==> src/rtl/loader_pkg.sv <==
// Shared types and constants for the UART program loader.
// Build option: LOADER_CHECKSUM_EN adds the trailing XOR checksum state.
package loader_pkg;

  // Width of the instruction-memory word address.
  localparam int unsigned IMEM_ADDR_W = 11;

  // Default UART bit period in clock cycles.
  localparam int unsigned DEFAULT_CLKS_PER_BIT = 100;

  // Frame-level states of the loader.
  typedef enum logic [2:0] {
    ST_IDLE,
    ST_HDR0,
    ST_HDR1,
    ST_DATA,
`ifdef LOADER_CHECKSUM_EN
    ST_CKSUM,
`endif
    ST_DONE,
    ST_ERR
  } loader_state_e;

  // Bit-level states of the UART receiver.
  typedef enum logic [1:0] {
    RX_IDLE,
    RX_START,
    RX_DATA,
    RX_STOP
  } rx_state_e;

endpackage

==> src/rtl/m_uart_rx.sv <==
// 8N1 UART byte receiver. Start bit is re-verified at mid-bit so short
// low glitches are dropped; a low stop bit reports a framing error.
// The input line is assumed to be already synchronised to clk.
module m_uart_rx
  import loader_pkg::*;
#(
  parameter int unsigned CLKS_PER_BIT = DEFAULT_CLKS_PER_BIT
) (
  input  logic       clk,
  input  logic       srst,
  input  logic       rxd,
  output logic [7:0] rx_byte,
  output logic       rx_valid,
  output logic       rx_frame_err
);

  localparam int unsigned CNT_W = (CLKS_PER_BIT > 1) ? $clog2(CLKS_PER_BIT) : 1;
  // Last cycle of a full bit period, and of the half period used for the start check.
  localparam logic [CNT_W-1:0] LAST_CNT = CNT_W'(CLKS_PER_BIT - 1);
  localparam logic [CNT_W-1:0] HALF_CNT = CNT_W'((CLKS_PER_BIT / 2) - 1);

  rx_state_e        st_q, st_d;
  logic [CNT_W-1:0] cnt_q, cnt_d;
  logic [2:0]       bit_q, bit_d;
  logic [7:0]       shift_q, shift_d;
  logic [7:0]       byte_q, byte_d;
  logic             valid_q, valid_d;
  logic             ferr_q, ferr_d;
  logic             rxd_prev_q;

  // Bit timing: wait half a bit after the falling edge, then a full bit per sample.
  always_comb begin
    st_d    = st_q;
    cnt_d   = cnt_q;
    bit_d   = bit_q;
    shift_d = shift_q;
    byte_d  = byte_q;
    valid_d = 1'b0;
    ferr_d  = 1'b0;
    case (st_q)
      RX_IDLE: begin
        cnt_d = '0;
        if (rxd_prev_q && !rxd) begin
          st_d = RX_START;
        end
      end
      RX_START: begin
        if (cnt_q == HALF_CNT) begin
          cnt_d = '0;
          bit_d = '0;
          // Line back high at mid-bit means it was only a glitch.
          st_d  = rxd ? RX_IDLE : RX_DATA;
        end else begin
          cnt_d = cnt_q + 1'b1;
        end
      end
      RX_DATA: begin
        if (cnt_q == LAST_CNT) begin
          cnt_d   = '0;
          shift_d = {rxd, shift_q[7:1]};
          if (bit_q == 3'd7) begin
            st_d = RX_STOP;
          end else begin
            bit_d = bit_q + 1'b1;
          end
        end else begin
          cnt_d = cnt_q + 1'b1;
        end
      end
      RX_STOP: begin
        if (cnt_q == LAST_CNT) begin
          cnt_d = '0;
          st_d  = RX_IDLE;
          if (rxd) begin
            valid_d = 1'b1;
            byte_d  = shift_q;
          end else begin
            ferr_d = 1'b1;
          end
        end else begin
          cnt_d = cnt_q + 1'b1;
        end
      end
      default: st_d = RX_IDLE;
    endcase
  end

  // Receiver state registers; line history resets to idle-high.
  always_ff @(posedge clk) begin
    if (srst) begin
      st_q       <= RX_IDLE;
      cnt_q      <= '0;
      bit_q      <= '0;
      shift_q    <= '0;
      byte_q     <= '0;
      valid_q    <= 1'b0;
      ferr_q     <= 1'b0;
      rxd_prev_q <= 1'b1;
    end else begin
      st_q       <= st_d;
      cnt_q      <= cnt_d;
      bit_q      <= bit_d;
      shift_q    <= shift_d;
      byte_q     <= byte_d;
      valid_q    <= valid_d;
      ferr_q     <= ferr_d;
      rxd_prev_q <= rxd;
    end
  end

  assign rx_byte      = byte_q;
  assign rx_valid     = valid_q;
  assign rx_frame_err = ferr_q;

endmodule

==> src/rtl/m_prog_loader.sv <==
// UART program loader: receives a word-count header and N little-endian
// words, writing each into instruction memory while holding the processor
// in reset via r_busy. DONE and ERR are sticky until w_rst.
// Build option: LOADER_CHECKSUM_EN expects a trailing XOR-of-data byte.
module m_prog_loader
  import loader_pkg::*;
#(
  parameter int unsigned CLKS_PER_BIT = DEFAULT_CLKS_PER_BIT,
  parameter int unsigned MAX_WORDS    = 2048
) (
  input  logic                   w_clk,
  input  logic                   w_rst,
  input  logic                   w_rxd,
  output logic                   r_we,
  output logic [IMEM_ADDR_W-1:0] r_addr,
  output logic [31:0]            r_wdata,
  output logic                   r_busy,
  output logic                   r_done,
  output logic                   r_err
);

  logic [7:0] rx_byte;
  logic       rx_valid;
  logic       rx_frame_err;

  m_uart_rx #(
    .CLKS_PER_BIT(CLKS_PER_BIT)
  ) u_rx (
    .clk         (w_clk),
    .srst        (w_rst),
    .rxd         (w_rxd),
    .rx_byte     (rx_byte),
    .rx_valid    (rx_valid),
    .rx_frame_err(rx_frame_err)
  );

  loader_state_e          state_q, state_d;
  logic [15:0]            count_q, count_d;
  logic [1:0]             byte_idx_q, byte_idx_d;
  logic [31:0]            word_q, word_d;
  logic                   we_q, we_d;
  logic [IMEM_ADDR_W-1:0] addr_q, addr_d;
  logic [31:0]            wdata_q, wdata_d;
  logic [15:0]            next_index;
`ifdef LOADER_CHECKSUM_EN
  logic [7:0]             cksum_q, cksum_d;
`endif

  // Number of words written once the write currently on the bus completes.
  assign next_index = {{(16 - IMEM_ADDR_W){1'b0}}, addr_q} + 16'd1;

  // Frame sequencing, word assembly and write generation.
  always_comb begin
    state_d    = state_q;
    count_d    = count_q;
    byte_idx_d = byte_idx_q;
    word_d     = word_q;
    we_d       = 1'b0;
    addr_d     = addr_q;
    wdata_d    = wdata_q;
`ifdef LOADER_CHECKSUM_EN
    cksum_d    = cksum_q;
`endif
    case (state_q)
      ST_IDLE: begin
        if (rx_frame_err) begin
          state_d = ST_ERR;
        end else if (rx_valid) begin
          count_d[7:0] = rx_byte;
          state_d      = ST_HDR0;
        end
      end
      ST_HDR0: begin
        if (rx_frame_err) begin
          state_d = ST_ERR;
        end else if (rx_valid) begin
          count_d[15:8] = rx_byte;
          state_d       = ST_HDR1;
        end
      end
      ST_HDR1: begin
        // Full count is available; decide before any data byte can arrive.
        if (count_q == 16'd0) begin
          state_d = ST_DONE;
        end else if (32'(count_q) > MAX_WORDS) begin
          state_d = ST_ERR;
        end else begin
          state_d    = ST_DATA;
          byte_idx_d = '0;
        end
      end
      ST_DATA: begin
        // A write is on the bus this cycle: advance the address and
        // finish once the last word has gone out.
        if (we_q) begin
          addr_d = addr_q + 1'b1;
          if (next_index == count_q) begin
`ifdef LOADER_CHECKSUM_EN
            state_d = ST_CKSUM;
`else
            state_d = ST_DONE;
`endif
          end
        end
        if (rx_frame_err) begin
          state_d = ST_ERR;
        end else if (rx_valid) begin
          word_d[{byte_idx_q, 3'b000} +: 8] = rx_byte;
          byte_idx_d = byte_idx_q + 1'b1;
`ifdef LOADER_CHECKSUM_EN
          cksum_d = cksum_q ^ rx_byte;
`endif
          if (byte_idx_q == 2'd3) begin
            we_d    = 1'b1;
            wdata_d = word_d;
          end
        end
      end
`ifdef LOADER_CHECKSUM_EN
      ST_CKSUM: begin
        if (rx_frame_err) begin
          state_d = ST_ERR;
        end else if (rx_valid) begin
          state_d = (rx_byte == cksum_q) ? ST_DONE : ST_ERR;
        end
      end
`endif
      ST_DONE: state_d = ST_DONE;
      ST_ERR:  state_d = ST_ERR;
      default: state_d = ST_ERR;
    endcase
  end

  // Loader registers; reset discards any partially assembled word.
  always_ff @(posedge w_clk) begin
    if (w_rst) begin
      state_q    <= ST_IDLE;
      count_q    <= '0;
      byte_idx_q <= '0;
      word_q     <= '0;
      we_q       <= 1'b0;
      addr_q     <= '0;
      wdata_q    <= '0;
`ifdef LOADER_CHECKSUM_EN
      cksum_q    <= '0;
`endif
    end else begin
      state_q    <= state_d;
      count_q    <= count_d;
      byte_idx_q <= byte_idx_d;
      word_q     <= word_d;
      we_q       <= we_d;
      addr_q     <= addr_d;
      wdata_q    <= wdata_d;
`ifdef LOADER_CHECKSUM_EN
      cksum_q    <= cksum_d;
`endif
    end
  end

  assign r_we    = we_q;
  assign r_addr  = addr_q;
  assign r_wdata = wdata_q;
  assign r_done  = (state_q == ST_DONE);
  assign r_err   = (state_q == ST_ERR);
  assign r_busy  = (state_q != ST_IDLE) && (state_q != ST_DONE) && (state_q != ST_ERR);

endmodule

==> config.mk <==
export PLATFORM = sky130hd
export DESIGN_NAME = m_prog_loader
export DESIGN_NICKNAME = d
export VERILOG_FILES = /design/src/rtl/loader_pkg.sv /design/src/rtl/m_uart_rx.sv /design/src/rtl/m_prog_loader.sv
export SDC_FILE = /design/constraint.sdc
export NUM_CORES = 1
export LEC_CHECK = 0
export CORE_MARGIN = 5
export CORE_UTILIZATION = 62
export CTS_CLUSTER_DIAMETER = 30
export DETAILED_ROUTE_END_ITERATION = 7
export HOLD_SLACK_MARGIN = 0.08
export PLACE_DENSITY = 0.92
export SYNTH_ARGS = -nofsm -noshare
export SYNTH_HDL_FRONTEND = slang
export SYNTH_HIERARCHICAL = 1
export SYNTH_SLANG_ARGS = --single-unit
==> constraint.sdc <==
create_clock -name w_clk -period 2.9 [get_ports w_clk]
set_input_delay 0.58 -clock w_clk [delete_from_list [all_inputs] [get_ports w_clk]]
set_output_delay 0.58 -clock w_clk [all_outputs]
set_load 0.02 [all_outputs]
==> results of run 1 <==
cells by family (layout without fill, tap and decap cells):
kind of cell    after synthesis  after routing  share of synthesized area (%)
simple gates                247            247                           22.4
compound gates              146            146                           17.0
flops                       128            128                           44.4
buf+inv                      49             98                           4.03
mux                          33             33                           5.72
xor+xnor                     24             24                           3.90
fa+ha+maj                    12             12                           2.60
cell usage in the layout (no fill, tap or decap), types with 3 or more instances in the layout:
| cell type | netlist | final |
|---|---|---|
| dfxtp_1 | 128 | 128 |
| nor2_1 | 92 | 92 |
| a211oi_1 | 64 | 64 |
| a21oi_1 | 48 | 48 |
| clkdlybuf4s50_1 | 0 | 48 |
| nor2b_1 | 34 | 34 |
| mux2i_1 | 33 | 33 |
| nand2_1 | 31 | 31 |
| nand3_1 | 19 | 19 |
| clkbuf_16 | 0 | 16 |
| xnor2_1 | 13 | 13 |
| ha_1 | 12 | 12 |
| nor3_1 | 10 | 10 |
| xor2_1 | 10 | 10 |
| inv_1 | 9 | 9 |
| or3_1 | 9 | 9 |
| o21ai_0 | 9 | 9 |
| inv_6 | 0 | 8 |
| nor4_1 | 7 | 7 |
| buf_4 | 3 | 7 |
| nand3b_1 | 6 | 6 |
| nand4_1 | 5 | 5 |
| inv_8 | 0 | 4 |
| o31ai_1 | 3 | 3 |
| nor3b_1 | 3 | 3 |
| and2_1 | 4 | 3 |
worst max-delay path by stage:
stage	startpoint	endpoint	slack [ns]
global route	r_addr[0]$_SDFFE_PP0P_	state_q[1]$_SDFFE_PP0P_	0.30
global placement	r_addr[0]$_SDFFE_PP0P_	state_q[1]$_SDFFE_PP0P_	0.74
finish	state_q[0]$_SDFFE_PP0P_	r_err	0.41
detailed placement	r_addr[0]$_SDFFE_PP0P_	state_q[1]$_SDFFE_PP0P_	0.63
CTS	state_q[0]$_SDFFE_PP0P_	r_err	0.40
floorplan	r_addr[1]$_SDFFE_PP0P_	state_q[1]$_SDFFE_PP0P_	0.86
stage by stage:
stage / area (µm²) / util, % / cells / hold WS [ns] / setup WS (ns)
3_5_place_dp: 6260 / 68.4 / 767 / 0.487 / 0.633
6_report: 6830 / 74.6 / 799 / 0.497 / 0.413
5_1_grt: 6830 / 74.6 / 799 / 0.516 / 0.303
4_1_cts: 6830 / 74.6 / 799 / 0.485 / 0.405
3_3_place_gp: 6260 / 68.4 / 767 / 0.456 / 0.744
2_1_floorplan: 5770 / - / 639 / 0.446 / 0.855
sequential cells by signal (all words and copies together) (netlist names), named ones only:
register and count:
u_rx/cnt_q 7, r_we 1, u_rx/st_q 1, u_rx/shift_q 8
r_addr 11, u_rx/rx_byte 8, byte_idx_q 2, count_q 16
state_q 3, u_rx/rxd_prev_q 1, r_wdata 32, word_q 32
u_rx/rx_frame_err 1, u_rx/bit_q 3, u_rx/rx_valid 1
power breakdown:
part	internal [µW]	switching [µW]	total, µW
Clock	1180	897	2080
Combinational	20.8	45.5	66.2
Sequential	1760	11.6	1780
Total	2970	954	3920
per-layer routing:
| layer | global-route usage (%) | part of all wire [%] | vias to the layer above |
|---|---|---|---|
| li1 | - | - | 2357 |
| met1 | 30.9 | 40 | 2404 |
| met2 | 45.8 | 51 | 195 |
| met3 | 5.77 | 5.5 | 38 |
| met4 | 10.0 | 2.6 | 0 |
| met5 | 0 | 0 | - |
worst max-delay path, cell delays in order (launching register included):
cell	delay, ns
dfxtp_1	0.50
inv_1	0.16
nor2_1	0.12
clkdlybuf4s50_1	0.61
cell type report:
| type | count | area [µm²] | share of cell area (%) |
|---|---|---|---|
| tap | 111 | 139 | 2.03 |
| timing repair buffer | 56 | 538 | 7.88 |
| clock inverter | 15 | 160 | 2.34 |
| multi-input combinational | 462 | 2980 | 43.6 |
| clock buffer | 17 | 414 | 6.06 |
| sequential | 128 | 2560 | 37.5 |
| inverter | 10 | 37.5 | 0.549 |
==> impl_metrics.json, run 1 <==
{
  "status": "completed",
  "grt_pass1_vias": 4930,
  "initial_core_util_pct": 63.1,
  "vias": 4994,
  "powerDensity_nw_per_um2": 574,
  "whs_path_depth": 2,
  "drt_wl_total_mm": 14.4,
  "fin_crit_sh_pct": 85.7,
  "fin_skew_ns": 0.0112,
  "firstDrtPassIters": 5,
  "ys_seq_elements": 128,
  "yosys.area.top_type": "dfxtp_1",
  "cap_violations": 0,
  "slew-limit-headroom_pct": 46.9,
  "timing.rr.end": "word_q[27]$_SDFFE_PP0P_",
  "crit_type": "flop to primary output",
  "routed_via_density": 6.25,
  "grt_util_all_layers_pct": 26.1,
  "grt_remaining_overflow": 0,
  "antenna_found_initial": 0,
  "setup_violations": 0,
  "die_w_um": 106,
  "cts_sinks": 128,
  "nets": 690,
  "netlist.area_leader.share_pct": 44.4,
  "vdd_drop_max_mv": 0.446,
  "drc": 0,
  "syn_nets": 654,
  "rows": 35,
  "gp_congestion": 0.896,
  "cts-resized-gates": 0,
  "fin_crit_ns": 2.49,
  "hp-start": "r_wdata[30]$_SDFFE_PP0P_",
  "ant_nets": 0,
  "drv_slew": 0,
  "report.power.total_uw": 3920,
  "synthArstFlopShare_pct": 0,
  "synth_warnings": 6,
  "syn-instance-count": 639,
  "end_kind": "primary output",
  "grt_pass1_wl_mm": 24.1,
  "r2r-start": "byte_idx_q[0]$_SDFFE_PP0P_",
  "design.die.area_um2": 11300,
  "ys.flop_type": "dfxtp_1",
  "cts_root_buffer": "clkbuf_8",
  "dpl.hpwl_mm": 9.06,
  "clk_path_buf_depth": 2,
  "worst_pin_slew_ns": 0.795,
  "arrival_ns": 1.91,
  "synth_area_leaders": "dfxtp_1 44%, a211oi_1 8.3%, nor2_1 6.0%, mux2i_1 5.7%, a21oi_1 4.2%",
  "critical_path.startpoint_type": "flop",
  "rsz0062_at_grt": "no",
  "min_path_type": "flop to flop",
  "finalHoldViolCount": 0,
  "postCtsSetupRepairBufs": 0,
  "fmax_mhz": 402,
  "holdPathEnd": "r_wdata[30]$_SDFFE_PP0P_",
  "path_clk_slew_ns": 0.06,
  "grt_max_degree": 68,
  "cts_made_buffers": 17,
  "cts_hold_buf": 0,
  "port_buffers": 49,
  "rrSetupSlack_ns": 0.55,
  "leakagePower_uw": 0.00249,
  "worstPathMaxFanout": 10,
  "drtIter0Drc": 352,
  "tns_ns": 0,
  "required_ns": 2.32,
  "ff2ff_path_depth": 5,
  "syn_area_per_cell_um2": 9.03,
  "drt-wirelength-per-cell_um": 18.0,
  "ys_top_cells_by_count": "128 x dfxtp_1, 92 x nor2_1, 64 x a211oi_1, 48 x a21oi_1, 34 x nor2b_1",
  "cts_tree": "yes",
  "area_growth_pct": 18.3,
  "syn_area_um2": 5770,
  "yosysUniqueCellTypes": 65,
  "clkLatencyLatePin_ns": 0.52,
  "layout-drive-gt1-share_pct": 7.99,
  "yosys.cell_count.top_type": "dfxtp_1",
  "htreeDepth": 4,
  "die_y_um": 106,
  "antennaDiodeCount": 0,
  "synth_edf_count": 0,
  "ys_seq_area_share_pct": 44.4,
  "fillers": 600,
  "core_area_um2": 9150,
  "io_pins": 50
}
Power figures use the tool's default switching activity.
==> run 2: changes to the inputs <==
--- a/config.mk
+++ b/config.mk
@@ -8,9 +8,11 @@
 export CORE_MARGIN = 5
 export CORE_UTILIZATION = 62
 export CTS_CLUSTER_DIAMETER = 30
+export CTS_CLUSTER_SIZE = 14
 export DETAILED_ROUTE_END_ITERATION = 7
 export HOLD_SLACK_MARGIN = 0.08
 export PLACE_DENSITY = 0.92
+export SLEW_MARGIN = 20
 export SYNTH_ARGS = -nofsm -noshare
 export SYNTH_HDL_FRONTEND = slang
 export SYNTH_HIERARCHICAL = 1
==> results of run 2 <==
Same layout as run 1: the final DEF is identical, and so are final timing and power.
